--- src/rtl/param_counter_display.sv ---
// Up/down counter stepped by a push-button, with a multiplexed hex seven-segment display.
// Define PARAM_COUNTER_DEBOUNCE_EN to add a stability filter on the synchronized step input.
module param_counter_display #(
    parameter int               WIDTH       = 8,
    parameter logic [WIDTH-1:0] MAX         = {WIDTH{1'b1}},
    parameter int               DIGITS      = 8,
    parameter int               REFRESH_DIV = 100000,
    parameter int               DEB_CYCLES  = 16
) (
    input  logic              clk,
    input  logic              rst,
    input  logic              uphdnl,
    input  logic              step,
    input  logic              load,
    input  logic [WIDTH-1:0]  load_val,
    output logic [WIDTH-1:0]  count_out,
    output logic              tc,
    output logic [6:0]        seg,
    output logic [DIGITS-1:0] anode
);

    localparam int PRE_W = (REFRESH_DIV > 1) ? $clog2(REFRESH_DIV) : 1;
    localparam int IDX_W = (DIGITS > 1) ? $clog2(DIGITS) : 1;
    localparam int PAD_W = (4 * DIGITS > WIDTH) ? 4 * DIGITS : WIDTH;

    logic             step_meta_reg;
    logic             step_sync_reg;
    logic             step_prev_reg;
    logic             armed_reg;
    logic [1:0]       valid_reg;
    logic             step_level;
    logic             step_event;

    logic [WIDTH-1:0] count_reg;
    logic             tc_reg;
    logic [PRE_W-1:0] pre_reg;
    logic [IDX_W-1:0] idx_reg;
    logic [6:0]       seg_reg;
    logic [DIGITS-1:0] anode_reg;
    logic [DIGITS-1:0] anode_next;
    logic [PAD_W-1:0] padded;
    logic [3:0]       nibble [DIGITS];

    // The synchronizer resets to 0, so a button held through reset would look like a
    // fresh press; armed_reg only opens once a real low sample has passed both flops.
    always_ff @(posedge clk or negedge rst) begin
        if (!rst) begin
            step_meta_reg <= 1'b0;
            step_sync_reg <= 1'b0;
            step_prev_reg <= 1'b0;
            armed_reg     <= 1'b0;
            valid_reg     <= 2'b00;
        end else begin
            step_meta_reg <= step;
            step_sync_reg <= step_meta_reg;
            valid_reg     <= {valid_reg[0], 1'b1};
            if (valid_reg[1] && !step_sync_reg)
                armed_reg <= 1'b1;
            step_prev_reg <= step_level;
        end
    end

`ifdef PARAM_COUNTER_DEBOUNCE_EN
    localparam int DEB_W = $clog2(DEB_CYCLES + 1);

    logic             filt_reg;
    logic [DEB_W-1:0] deb_cnt_reg;

    always_ff @(posedge clk or negedge rst) begin
        if (!rst) begin
            filt_reg    <= 1'b0;
            deb_cnt_reg <= '0;
        end else if (step_sync_reg != filt_reg) begin
            if (deb_cnt_reg == DEB_W'(DEB_CYCLES - 1)) begin
                filt_reg    <= step_sync_reg;
                deb_cnt_reg <= '0;
            end else begin
                deb_cnt_reg <= deb_cnt_reg + DEB_W'(1);
            end
        end else begin
            deb_cnt_reg <= '0;
        end
    end

    assign step_level = filt_reg;
`else
    assign step_level = step_sync_reg;
`endif

    assign step_event = step_level & ~step_prev_reg & armed_reg;

    // Load wins over a coincident step; the step is simply dropped.
    always_ff @(posedge clk or negedge rst) begin
        if (!rst) begin
            count_reg <= '0;
            tc_reg    <= 1'b0;
        end else begin
            tc_reg <= 1'b0;
            if (load) begin
                count_reg <= (load_val > MAX) ? MAX : load_val;
            end else if (step_event) begin
                if (uphdnl) begin
                    if (count_reg == MAX) begin
                        count_reg <= '0;
                        tc_reg    <= 1'b1;
                    end else begin
                        count_reg <= count_reg + WIDTH'(1);
                    end
                end else begin
                    if (count_reg == '0) begin
                        count_reg <= MAX;
                        tc_reg    <= 1'b1;
                    end else begin
                        count_reg <= count_reg - WIDTH'(1);
                    end
                end
            end
        end
    end

    always_ff @(posedge clk or negedge rst) begin
        if (!rst) begin
            pre_reg <= '0;
            idx_reg <= '0;
        end else if (pre_reg == PRE_W'(REFRESH_DIV - 1)) begin
            pre_reg <= '0;
            idx_reg <= (idx_reg == IDX_W'(DIGITS - 1)) ? '0 : idx_reg + IDX_W'(1);
        end else begin
            pre_reg <= pre_reg + PRE_W'(1);
        end
    end

    assign padded = PAD_W'(count_reg);

    genvar gi;
    generate
        for (gi = 0; gi < DIGITS; gi++) begin : g_digit
            assign nibble[gi]     = padded[4*gi +: 4];
            assign anode_next[gi] = (idx_reg != IDX_W'(gi));
        end
    endgenerate

    function automatic logic [6:0] hex_glyph(input logic [3:0] nib);
        case (nib)
            4'h0: hex_glyph = 7'b1000000;
            4'h1: hex_glyph = 7'b1111001;
            4'h2: hex_glyph = 7'b0100100;
            4'h3: hex_glyph = 7'b0110000;
            4'h4: hex_glyph = 7'b0011001;
            4'h5: hex_glyph = 7'b0010010;
            4'h6: hex_glyph = 7'b0000010;
            4'h7: hex_glyph = 7'b1111000;
            4'h8: hex_glyph = 7'b0000000;
            4'h9: hex_glyph = 7'b0010000;
            4'hA: hex_glyph = 7'b0001000;
            4'hB: hex_glyph = 7'b0000011;
            4'hC: hex_glyph = 7'b1000110;
            4'hD: hex_glyph = 7'b0100001;
            4'hE: hex_glyph = 7'b0000110;
            default: hex_glyph = 7'b0001110;
        endcase
    endfunction

    always_ff @(posedge clk or negedge rst) begin
        if (!rst) begin
            seg_reg   <= 7'b1111111;
            anode_reg <= '1;
        end else begin
            seg_reg   <= hex_glyph(nibble[idx_reg]);
            anode_reg <= anode_next;
        end
    end

    assign count_out = count_reg;
    assign tc        = tc_reg;
    assign seg       = seg_reg;
    assign anode     = anode_reg;

endmodule

--- config.mk ---
export PLATFORM = sky130hd
export DESIGN_NAME = param_counter_display
export DESIGN_NICKNAME = d
export VERILOG_FILES = /design/src/rtl/param_counter_display.sv
export SDC_FILE = /design/constraint.sdc
export NUM_CORES = 1
export LEC_CHECK = 0
export ABC_AREA = 0
export BUFFER_PORTS_ARGS = -buffer_cell sky130_fd_sc_hd__buf_2
export CORE_MARGIN = 5
export CORE_UTILIZATION = 25
export DETAILED_ROUTE_END_ITERATION = 12
export GPL_TIMING_DRIVEN = 0
export HOLD_SLACK_MARGIN = 0.08
export PLACE_DENSITY = 0.46
export SLEW_MARGIN = 20
export SYNTH_ARGS = -nofsm -noshare
export SYNTH_HDL_FRONTEND = slang
export SYNTH_SLANG_ARGS = --single-unit
--- constraint.sdc ---
create_clock -name clk -period 5.05 [get_ports clk]
set_clock_uncertainty 0.05 [all_clocks]
set_input_delay 0.2525 -clock clk [delete_from_list [all_inputs] [get_ports clk]]
set_output_delay 0.2525 -clock clk [all_outputs]
set_load 0.1 [all_outputs]
; Word-level counts from Yosys, hierarchy flattened
; Memory sizes are Yosys's and may differ from the RTL's. A register that Yosys moved wholly into a read port is not among the register bits.
; Index checks and enable logic that the tools add are counted.
[word_totals]
mem_count = 1
register_bits = 43
output_inout_bits = 24
elab_cells = 53
rom_bits = 112
in_bits = 13
[op_classes]
bitwise_logic = 4
mux = 16
order_cmp = 2
n_addsub = 4
n_eq_ne = 10
n_reduce_logical = 6
[mem_list]
columns = memory, words, width, read_ports, rd_ports_with_merged_regs, wr, line_no
row1 = (no name shown), 16, 7, 1, 1, 0, 144  ; case (nib)
[op_table]
columns = op, count
row1 = $mux 8, 6
row2 = $add 17x1->17 const B, 1
row3 = $eq 17x17->1 const B, 1
row4 = $mux 17, 1
row5 = $bmux 4 s3, 1
row6 = $ne 3x3->1 const B, 4
row7 = $add 8x1->8 const B, 1
row8 = $eq 8x8->1 const B, 1
row9 = $gt 8x8->1 const B, 1
row10 = $logic_not 8->1, 1
row11 = $mux 4, 2
row12 = $sub 8x1->8 const B, 1
row13 = $ne 3x2->1 const B, 2
row14 = $mux 1, 5
row15 = $ge 4x4->1 const B, 1
row16 = $not 3->4, 1
row17 = $add 3x1->3 const B, 1
row18 = $eq 3x3->1 const B, 1
row19 = $mux 3, 1
row20 = $ne 3x1->1 const B, 1
row21 = $reduce_bool 3->1, 1
row22 = $and 1x1->1, 2
row23 = $logic_not 1->1, 2
row24 = $reduce_bool 2->1, 1
row25 = other kinds (2), 2

; Logic depth before layout (Yosys ltp)
[depth]
ltp_word = 5
ltp_mapped = 9
ltp_nobuf = 8

; Worst setup path before layout
; Ideal clock, no wire load.
[synth_path]
path_type = register -> register
start = register count_reg[1] (netlist: count_out[1])
end = register count_reg[6] (netlist: count_out[6])
arrival_time_ns = 2.369
setup_slack_ns = 2.539
synth_period_minus_slack_ns = 2.511
n_path_buf = 0
setup_ns = 0.092
t_required_ns = 4.908
stages_incl_launch_ff = 8
cell_sequence = dfrtp_1 > inv_1 > ha_1 > or4b_4 > or3_1 > nand3_1 > a21oi_1 > o31ai_2
[synth_between]
elab_chain_len = 5
elab_cells_between_ends = 9
classes_between = 2 x add/sub / 1 x eq/ne / 5 x mux / 1 x reduce/logical
[synth_lines]
columns = item, line_no
row1 = "start, declared", 34  ; logic [WIDTH-1:0] count_reg;
row2 = "start signal, assigned", 100  ; count_reg <= (load_val > MAX) ? MAX : load_val;
row3 = "start signal, assigned", 107  ; count_reg <= count_reg + WIDTH'(1);
row4 = "start signal, assigned", 114  ; count_reg <= count_reg - WIDTH'(1);
row5 = $sub 8x1->8 (tied with other cells), 114
row6 = "$mux 8, on equally long branches", "110, 103"
row7 = $mux 8 *, 102  ; if (uphdnl) begin
row8 = $mux 8 *, 101  ; end else if (step_event) begin
row9 = $mux 8 *, 99  ; if (load) begin
; Mark *: on every way between the ends. The rest lies on a longest branch, timed or not. The select of a mux whose other input is x is not followed.
; A chain may end at the register's enable or synchronous reset.

; Worst setup path after layout
[layout_path]
start = register count_reg[0] (netlist: count_out[0])
end = register count_reg[6] (netlist: count_out[6])
; Same word-level chain as after synthesis.

==> metrics.txt <==
Mean Syn Cell Area=9.78 um2; Port Buf Inserts=35; power per cell area=316 nW/um2; Worst-path clk slew=90 ps; kind of critical path=reg -> reg; Final Cell Area=3140 um2; vias in the first global route=2043; root buffer cell=clkbuf_8; DR DRC count=0; n_diodes=0; design internal power=629 uW; Clk pwr share=0.284; worst hold start=load_val[1]; die area=12800 um2; Final Hold Viols=0; grt ovf=0; Max Clock Freq=448 MHz; status=completed; max FFs per register=17; largest net degree at the start of global routing=51; TritonCTS Buffers=5; initial antenna violation count=0; DR pass1 iterations=4; switching power share of the total=0.368; Cells after Synth=272; via count=2105; First DRT Iteration DRCs=64; max_slew headroom=0.566; Vias/cell=4.65; Max clock buf depth=2; worst skew pair latency=300 ps; Post-Syn Nets=301; Netlist Area Pre-Place=2660 um2; overall die width=113 um; CTS tree=built; Worst Hold Class=in -> reg; Worst Tran Pin Value=651 ps; total core area=10400 um2; Hold-fix buffers, CTS=2; Post-synth top flop=dfrtp_1; Synth warnings=0; PostCTS Resize Cnt=0; CP Launch Point=count_out[0]; required time worst endpoint=5220 ps; Flop pwr share=0.444; Post-DRT Antenna Nets=0; setup violators final=0; nets@finish=345; Max-Cap Viols=0; IO Count=37; setup TNS=0 ps; critical path launch point type=flip-flop; Final GP Congestion=0.805; Logic pwr share=0.272; Synth Register Bits=50; Finished Layout Cells=453; Layout area overhead=18.2%; total track usage=0.0964; library cells used by synthesis=45; Overall Power=994 uW; Crit Path Max Fanout=10; unrepaired setup endpoints after global routing=false; sequential area share after synthesis=0.477; placed cells=443; DP HPWL=4.27 mm; NetSw=365 uW; # fillers=1116; drt wl/cell=13.1 um; fraction of the cycle the final worst path needs=0.442; origin of the critical flop-to-flop path=count_out[0]; Peak supply drop=0.142 mV; final WL=5.95 mm; EDFF count, synth=0; wire length of the first global-routing pass=10.2 mm; Initial Util=0.257; Area after DPL=3010 um2; Leak=1.38 nW; die height=113 um; fin crit period=2230 ps; Post-CTS Setup Inserts=0; CTS H-tree depth=2; Post-synth ARST share=1.00; Crit. End Element=flip-flop; clk sink count=50; layout cells sized above 1=0.215; Core Rows=37; Max Transition Viols Final=0; WP data arrival=2400 ps
==> cell families (layout without fill, tap and decap cells) <==
logic type	after synthesis	in the layout	share of synthesized area
simple gates	111	111	0.216
flops	50	50	0.477
other cells	1	1	0.00141
xor+xnor	16	16	0.0527
fa+ha+maj	16	16	0.0753
mux	7	7	0.0325
compound gates	47	47	0.111
buf+inv	24	69	0.0343
==> worst paths after layout <==
| path | end | slack, ps | depth (start not counted) |
|---|---|---|---|
| min in group asynchronous | pre_reg[3] | 450 | 2 |
| max reg2reg | count_out[6] | 2820 | 7 |
| max in group asynchronous | count_out[7] | 4060 | 2 |
| max | count_out[6] | 2820 | 7 |
| min reg2reg | step_level | 310 | 0 |
| min | count_out[1] | 110 | 3 |
==> power by group through the flow <==
stage / clock network (mW) / logic (mW) / registers (mW)
3_5_place_dp: 0 / 0.270 / 0.449
6_report: 0.282 / 0.271 / 0.441
3_3_place_gp: 0 / 0.269 / 0.449
4_1_cts: 0.297 / 0.272 / 0.442
2_1_floorplan: 0 / 0.0849 / 0.580
5_1_grt: 0.311 / 0.290 / 0.445
==> cell type report <==
class	instances	area, um2	share of cell area
timing repair buffer	37	198	0.0629
tap	136	170	0.0541
clock buffer	7	108	0.0342
buffer	11	42.5	0.0135
sequential	50	1270	0.404
multi-input combinational	198	1300	0.413
clock inverter	1	8.76	0.00279
inverter	13	48.8	0.0155
==> layout by cell type (no fill, tap or decap), drive strengths merged, types with 3 or more instances in the layout <==
master and instances:
buf 36, and4b 3, o22ai 5, nand2 37, o21ai 15, dfstp 15
nor2 22, nor2b 3, nand4 3, dfrtp 35, xnor2 8, nor3 4
nand3 15, and3 4, and4 3, inv 14, and2 3, ha 16
a31oi 3, a21oi 9, o31ai 5, mux2 3, clkbuf 17, mux2i 3
xor2 8
==> through the flow <==
step                      hold WS, ps  utilization  setup WS (ps)
after global routing              112        0.303           2730
after CTS                        95.9        0.303           2840
after global placement            284        0.290           2880
after detailed placement          279        0.290           2860
after floorplan                 -93.1            -           2540
final                             105        0.303           2820
==> worst max-delay path, stage by stage (launching register included) <==
cell and delay (ps):
dfrtp_1 530, inv_1 170, ha_1 170, or4b_4 470
or3_1 350, nand3_1 90, a21oi_1 90, o31ai_2 220
==> cell usage after synthesis (2+ instances only) <==
library cell | count | area, um2
a21boi_0 | 2 | 15.0
a21oi_1 | 9 | 45.0
a31o_2 | 2 | 17.5
a31oi_1 | 3 | 18.8
and2_1 | 3 | 18.8
and3_1 | 4 | 25.0
and4_1 | 3 | 26.3
and4b_1 | 3 | 30.0
clkbuf_1 | 10 | 37.5
dfrtp_1 | 35 | 876
dfstp_2 | 15 | 394
ha_1 | 16 | 200
inv_1 | 13 | 48.8
mux2_2 | 3 | 33.8
mux2i_1 | 3 | 30.0
nand2_1 | 37 | 139
nand2b_1 | 2 | 12.5
nand3_1 | 15 | 75.1
nand4_1 | 3 | 18.8
nor2_1 | 22 | 82.6
nor2b_1 | 3 | 18.8
nor3_1 | 4 | 20.0
nor3b_1 | 2 | 15.0
nor4_1 | 2 | 12.5
nor4bb_1 | 2 | 20.0
o211ai_1 | 2 | 15.0
o21ai_0 | 15 | 75.1
o22ai_1 | 5 | 31.3
o31ai_1 | 4 | 30.0
xnor2_1 | 8 | 70.1
xor2_1 | 8 | 70.1
==> routing by layer <==
layer / part of all wire / vias up / GRT usage / wire length (um)
li1: - / 1032 / - / -
met1: 0.50 / 1021 / 0.135 / 2980
met2: 0.43 / 43 / 0.142 / 2570
met3: 0.051 / 9 / 0.0289 / 305
met4: 0.016 / 0 / 0.0313 / 97
met5: 0 / - / 0 / 0
Note: power is estimated with default switching activity, not from simulation.
